[src/rtl/commit_chk_pkg.sv]
// Commit-record types, field indices and the field compare rule for commit_checker.
// Define COMMIT_CHK_PRIV_EN to include the priv field in the compare.
package commit_chk_pkg;

  typedef struct packed {
    logic [63:0] pc;
    logic [31:0] instr;
    logic [4:0]  rd_addr;
    logic [63:0] rd_data;
    logic        mem_we;
    logic [63:0] mem_addr;
    logic [63:0] mem_wdata;
    logic        trap;
    logic [1:0]  priv;
  } commit_rec_t;

  localparam int REC_W = $bits(commit_rec_t);

  // Bit positions inside mismatch_fields, following the struct field order.
  localparam int F_PC        = 0;
  localparam int F_INSTR     = 1;
  localparam int F_RD_ADDR   = 2;
  localparam int F_RD_DATA   = 3;
  localparam int F_MEM_WE    = 4;
  localparam int F_MEM_ADDR  = 5;
  localparam int F_MEM_WDATA = 6;
  localparam int F_TRAP      = 7;
  localparam int F_PRIV      = 8;
  localparam int NUM_FIELDS  = 9;

  localparam logic [1:0] PRIV_U = 2'd0;
  localparam logic [1:0] PRIV_S = 2'd1;
  localparam logic [1:0] PRIV_M = 2'd3;

  typedef enum logic {ST_RUN = 1'b0, ST_FAIL = 1'b1} chk_state_t;

  function automatic logic [NUM_FIELDS-1:0] cmp_fields(commit_rec_t d, commit_rec_t r);
    logic [NUM_FIELDS-1:0] m;
    m          = '0;
    m[F_PC]    = (d.pc != r.pc);
    m[F_TRAP]  = (d.trap != r.trap);
`ifdef COMMIT_CHK_PRIV_EN
    m[F_PRIV]  = (d.priv != r.priv);
`else
    m[F_PRIV]  = 1'b0;
`endif
    // A trap on both sides carries no architectural writeback worth comparing.
    if (!(d.trap && r.trap)) begin
      m[F_INSTR]   = (d.instr != r.instr);
      m[F_RD_ADDR] = (d.rd_addr != r.rd_addr);
      m[F_MEM_WE]  = (d.mem_we != r.mem_we);
      if ((d.rd_addr != 5'd0) || (r.rd_addr != 5'd0))
        m[F_RD_DATA] = (d.rd_data != r.rd_data);
      if (d.mem_we || r.mem_we) begin
        m[F_MEM_ADDR]  = (d.mem_addr != r.mem_addr);
        m[F_MEM_WDATA] = (d.mem_wdata != r.mem_wdata);
      end
    end
    return m;
  endfunction

endpackage

[src/rtl/commit_fifo.sv]
// DEPTH-entry commit record FIFO, head visible combinationally; caller guards push/pop.
module commit_fifo
  import commit_chk_pkg::*;
#(
  parameter int DEPTH = 4
) (
  input  logic             clk,
  input  logic             rst_n,
  input  logic             clr,
  input  logic             push,
  input  logic [REC_W-1:0] push_dat,
  input  logic             pop,
  output logic [REC_W-1:0] head_dat,
  output logic             empty,
  output logic             full
);

  localparam int AW = (DEPTH > 1) ? $clog2(DEPTH) : 1;

  logic [REC_W-1:0] r_mem [DEPTH];
  logic [AW-1:0]    r_wptr;
  logic [AW-1:0]    r_rptr;
  logic [AW:0]      r_cnt;

  always_ff @(posedge clk) begin
    if (push) r_mem[r_wptr] <= push_dat;
  end

  always_ff @(posedge clk or negedge rst_n) begin
    if (!rst_n) begin
      r_wptr <= '0;
      r_rptr <= '0;
      r_cnt  <= '0;
    end else if (clr) begin
      r_wptr <= '0;
      r_rptr <= '0;
      r_cnt  <= '0;
    end else begin
      if (push) r_wptr <= r_wptr + AW'(1);
      if (pop)  r_rptr <= r_rptr + AW'(1);
      case ({push, pop})
        2'b10:   r_cnt <= r_cnt + (AW+1)'(1);
        2'b01:   r_cnt <= r_cnt - (AW+1)'(1);
        default: r_cnt <= r_cnt;
      endcase
    end
  end

  assign head_dat = r_mem[r_rptr];
  assign empty    = (r_cnt == '0);
  assign full     = (r_cnt == (AW+1)'(DEPTH));

endmodule

[config.mk]
export PLATFORM = sky130hd
export DESIGN_NAME = commit_fifo
export DESIGN_NICKNAME = d
export VERILOG_FILES = /design/src/rtl/commit_chk_pkg.sv /design/src/rtl/commit_fifo.sv
export SDC_FILE = /design/constraint.sdc
export NUM_CORES = 1
export LEC_CHECK = 0
export ABC_AREA = 1
export CORE_ASPECT_RATIO = 2
export CORE_MARGIN = 2
export CORE_UTILIZATION = 45
export DETAILED_ROUTE_END_ITERATION = 10
export DONT_BUFFER_PORTS = 1
export PLACE_DENSITY = 0.65
export SETUP_SLACK_MARGIN = 0.5
export SLEW_MARGIN = 15
export SYNTH_ARGS = -nofsm -noshare
export SYNTH_HDL_FRONTEND = slang
export SYNTH_SLANG_ARGS = --single-unit
[constraint.sdc]
create_clock -name clk -period 9.3 [get_ports clk]
set_input_delay 1.86 -clock clk [delete_from_list [all_inputs] [get_ports clk]]
set_output_delay 1.86 -clock clk [all_outputs]
set_load 0.03 [all_outputs]
# After elaboration in Yosys (flattened, before gate mapping)
# Memories as Yosys holds them, arrays and structs flattened.
# Cells that the tools add are included.
# W data, S select, Z words.
[op_classes] addsub=4 mul=0 n_div=0 magnitude_cmp=0 n_eq_ne=3 shift=0 mux=8 bitwise=0 n_reduce_logical=4
[ops] op="$mux W2" count=4
[ops] op="$pmux W3 S2" count=1
[ops] op="$add A2 B1 Y2 const B" count=2
[ops] op="$reduce_bool A2 Y1" count=2
[ops] op="$add A3 B1 Y3 const B" count=1
[ops] op="$eq A3 B3 Y1 const B" count=1
[ops] op="$logic_not A3 Y1" count=1
[ops] op="$mux W3" count=1
[ops] op="$reduce_bool A3 Y1" count=1
[ops] op="$sub A3 B1 Y3 const B" count=1
[ops] op="$eq A2 B1 Y1 const B" count=1
[ops] op="$eq A2 B2 Y1 const B" count=1
[ops] op="$mux W1" count=2
[totals] reg_bits=7 latchBits=0 mem_bits_rw=1188 mem_bits_ro=0 output_inout_bits=299 word_cells=23 mem_count=1
[mem_list] name="r_mem" words=4 word_bits=297 rd=1 rd_ports_with_merged_regs=0 wr=1 line="commit_fifo.sv:20" source="logic [REC_W-1:0] r_mem [DEPTH];"

# Logic depth before layout (Yosys ltp)
[logic_depth] ltp_word=3 mapped_depth=10 mapped_depth_nobuf=10

# Worst setup path before layout
# Ideal clock, no wire load.
[synth_timing] path_type="input port to flip-flop" start="input port push" end="memory r_mem[0][0] (netlist bit) (enable)" setup_ps=648 arrival_time_ps=7915 required_time_ps=8652 setup_slack_ps=737 path_stages=3 cell_sequence="clkbuf_1 > nand2_1 > inv_1"
[synth_between] elab_chain_len=2
[synth_lines] item="start: declaration" line="commit_fifo.sv:10" source="input logic push,"
[synth_lines] item="$mux W1" line="commit_fifo.sv:26" source="if (push) r_mem[r_wptr] <= push_dat;"
[synth_lines] item="$mux W1 (implied by the code)" line="commit_fifo.sv:26"
[synth_lines] item="end: declaration" line="commit_fifo.sv:20"
# No other way between the ends.

# Worst setup path after layout
[layout_timing] start="register r_rptr[1]" end="output port head_dat[68]"
[layout_between] elab_chain_len=1
[layout_lines] item="start: declaration" line="commit_fifo.sv:22" source="logic [AW-1:0] r_rptr;"
[layout_lines] item="start signal: assignment" line="commit_fifo.sv:40" source="if (pop) r_rptr <= r_rptr + AW'(1);"
[layout_lines] item="$mem_v2 Z4 W297"
[layout_lines] item="end: declaration" line="commit_fifo.sv:13" source="output logic [REC_W-1:0] head_dat,"
# No other way between the ends.

==> parameters.txt <==
Parameter                              Value

Floorplanning
  Core area ... around 100000 um^2
  Number of rows in the core area ... 163
  Die area ... 101000 um^2
  Die height ... about 450 um
  Number of top-level pins ... about 600
  Chip Width ... between 200 and 250 um
  Initial core utilization ... 0.452

Setup path
  Critical path capture point type ... output port
  Crit. path cell count ... 4
  Startpoint Class ... register
  Critical Path Sink ... head_dat[68]
  Top cell family by delay on the critical path ... buffers and inverters
  Worst r2r path cells ... 5
  Worst Setup Path Type ... register to output port
  Crit-path max cell delay ... 820 ps
  Flop-to-flop setup slack ... about 6400 ps
  Arrival time of data at the critical path endpoint ... approximately 4400 ps
  Beginning of the critical path ... r_rptr[1]
  CP Data Required Time ... between 7000 and 8000 ps
  CP bufs+invs ... 2
  Critical R2R Capture ... r_mem[1][52]
  Beginning of the worst register-to-register path ... r_wptr[1]
  Cell occurring most often along the worst timing path ... sky130_fd_sc_hd__buf_4
  Crit path max fanout ... 94
  Critical-path cell list ... buf_4, buf_4, o21ai_0, o22ai_1
  Cell type of the slowest stage on the worst timing path ... sky130_fd_sc_hd__buf_4

Logic synthesis
  Cell Area, Synth ... around 44000 um^2
  Library cell with the largest summed area after synthesis ... sky130_fd_sc_hd__edfxtp_1
  Instance count of the mapped netlist ... just under 3000
  Post-synthesis register bit count ... between 1000 and 1500
  Asr flop ratio synth ... 0.00586
  Count of distinct cell types in the synthesized netlist ... 22
  EDFF count, synth ... between 1000 and 1500
  Most instantiated cells after synthesis ... 1188 x sky130_fd_sc_hd__edfxtp_1, 596 x sky130_fd_sc_hd__nor2_1, 508 x sky130_fd_sc_hd__o21ai_0, 297 x sky130_fd_sc_hd__o22ai_1, 90 x sky130_fd_sc_hd__o21ai_1
  Dominant synthesized flop cell ... sky130_fd_sc_hd__edfxtp_1
  Proportion of synthesized chip area in sequential cells ... 0.808
  Leading cell type by number of instances after synthesis ... sky130_fd_sc_hd__edfxtp_1
  Average cell area after synthesis ... 15.1 um^2
  Net count after synthesis ... between 3000 and 4000
  Area share of the largest cell type after synthesis ... 0.804
  Cell types occupying the most area after synthesis ... sky130_fd_sc_hd__edfxtp_1 80%, sky130_fd_sc_hd__o21ai_0 5.7%, sky130_fd_sc_hd__nor2_1 5.0%, sky130_fd_sc_hd__o22ai_1 4.2%, sky130_fd_sc_hd__buf_6 1.0%
  Total of warnings raised by yosys ... 0

Placement
  RD Place Congestion ... just under 0.8
  I/O Buffers ... 0
  Post-DP HPWL ... approximately 56000 um

Clock tree
  Root buffer cell ... sky130_fd_sc_hd__clkbuf_16
  Number of H-tree branching levels ... 3
  Sink count of the clock tree ... around 1200
  Number of clock buffers inserted by TritonCTS ... between 100 and 150
  Hold buffers post-CTS ... 0
  Maximum clock path buffer count ... 3
  Worst skew pair latency ... approximately 690 ps
  Number of setup buffers added after CTS ... 0
  Clock edge transition at the registers on the reported setup and hold paths ... around 60 ps
  TritonCTS clock tree ... built
  Post-CTS Resized ... 0

Timing
  Relative slew slack ... 0.126
  Final clock skew ... 24.6 ps
  Total Neg Setup Slack ... 0 ps
  Number of hold violations in the final report ... 0
  Transition time at the pin with the least slew margin ... approximately 1300 ps
  Post-route fraction of the period consumed by the critical path ... 0.677
  Final-report setup violation count ... 0
  Fmax ... around 160 MHz
  Final Critical Period ... 6290 ps
  Final Max Tran Viols ... 0
  Unrepaired setup endpoints after global routing ... no

Routing
  Routed wire per std cell ... between 20 and 25 um
  Vias after detailed routing ... 24300
  Average via count per standard cell ... about 5.7
  DRC violations left ... 0
  Residual antenna-violating net count after detailed routing ... 0
  Router iterations before antenna repair ... 7
  Number of DRC markers in iteration 0 ... 1735
  Routed WL ... between 100000 and 150000 um

Outcome
  Outcome ... finished clean

Cells and area
  Ratio of cells with drive above 1 in the final layout ... 0.0585
  Area added between synthesis and finish ... 9.34%
  Net total in the final layout ... 3162
  Fill count ... 8131
  Final design utilization ... 0.494
  Register area ... 35900 um^2
  Footprint of the multi-input gates ... 7280 um^2

Power
  Leakage ... roughly 0.015 uW
  Pwr Density ... about 240 nW/um^2
  Worst vdd ir ... around 0.00025 V

Global routing
  GRT Overall Usage ... 0.191
  First-pass GRT wire length ... 146000 um
  Vias in the first global route ... ~24000
  Antenna violations before repair ... 1
  Largest net degree at the start of global routing ... around 300
  GRT overflow ... 0

Min path
  Tightest Hold Check Type ... register to register

Run
  Max-cap violations ... 0
power breakdown:
group / total [uW] / internal [uW] / switching, uW
clock network: 4310 / 2420 / 1890
logic: 1090 / 165 / 921
registers: 6230 / 6170 / 59.4
worst reg2reg max path: stages (launching register included):
cell	delay, ps
sky130_fd_sc_hd__dfrtp_1	420
sky130_fd_sc_hd__inv_1	110
sky130_fd_sc_hd__ha_1	160
sky130_fd_sc_hd__nand2_1	130
sky130_fd_sc_hd__inv_8	630
sky130_fd_sc_hd__buf_4	970
per-stage QoR:
stage / cell area [um^2] / setup WS, ps / cells / hold slack (ps) / power [uW]
floorplan: 44400 / 737 / 2933 / 542 / 7260
global placement: 45100 / 3830 / 4072 / 563 / 7410
detailed placement: 45100 / 3830 / 4072 / 617 / 7440
CTS: 48500 / 2990 / 4258 / 635 / 11700
global route: 48500 / 2780 / 4259 / 667 / 12000
finish: 48500 / 3010 / 4260 / 646 / 11600
cell families (layout without fill, tap and decap cells):
logic type | count (synthesis) | in the layout | share of synthesized area
compound gates | 897 | 897 | 0.110
fa+ha+maj | 5 | 5 | 0.00158
buf+inv | 213 | 218 | 0.0283
flops | 1195 | 1195 | 0.808
other cells | 0 | 2 | 0
simple gates | 623 | 623 | 0.0530
registers in the layout, indices dropped and copies added, names as in the netlist:
| register | cells |
|---|---|
| r_mem | 1188 |
| r_cnt | 3 |
| r_rptr | 2 |
| r_wptr | 2 |
routing by layer:
metal / track usage / routed length, um / part of all wire / vias up
met5: 0 / 0 / 0 / -
met4: 0.0846 / 3860 / 0.038 / 0
met3: 0.0853 / 11800 / 0.12 / 188
met2: 0.317 / 49100 / 0.49 / 976
met1: 0.210 / 35900 / 0.36 / 12200
li1: - / - / - / 11000
cell type report:
type                    instances  share of cell area
clock inverters                67              0.0161
repair buffers                 17             0.00469
multi-input cells            1525               0.150
well taps                    1320              0.0340
inverters                      15             0.00227
diodes                          2            0.000103
clock buffers                 119              0.0539
flip-flops and latches       1195               0.739
cell usage in the layout (no fill, tap or decap), types with 11 or more instances in the layout:
cell	synthesis	layout
sky130_fd_sc_hd__o22ai_1	297	297
sky130_fd_sc_hd__clkinv_1	1	23
sky130_fd_sc_hd__o21ai_1	90	90
sky130_fd_sc_hd__edfxtp_1	1188	1188
sky130_fd_sc_hd__nand2_1	18	18
sky130_fd_sc_hd__nor2_1	596	596
sky130_fd_sc_hd__o21ai_0	508	508
sky130_fd_sc_hd__bufinv_16	0	14
sky130_fd_sc_hd__clkinv_2	0	11
sky130_fd_sc_hd__clkbuf_1	77	17
sky130_fd_sc_hd__clkbuf_16	0	102
worst min path at each step:
stage               end  depth (start not counted)  slack [ps]  startpoint
2_1_floorplan  r_cnt[2]                          2         540    r_cnt[2]
3_3_place_gp   r_cnt[2]                          2         560    r_cnt[2]
3_5_place_dp   r_cnt[2]                          2         620    r_cnt[2]
4_1_cts        r_cnt[2]                          2         640    r_cnt[2]
5_1_grt        r_cnt[1]                          2         670    r_cnt[1]
6_report       r_cnt[1]                          2         650    r_cnt[1]
Power figures use the tool's default switching activity.
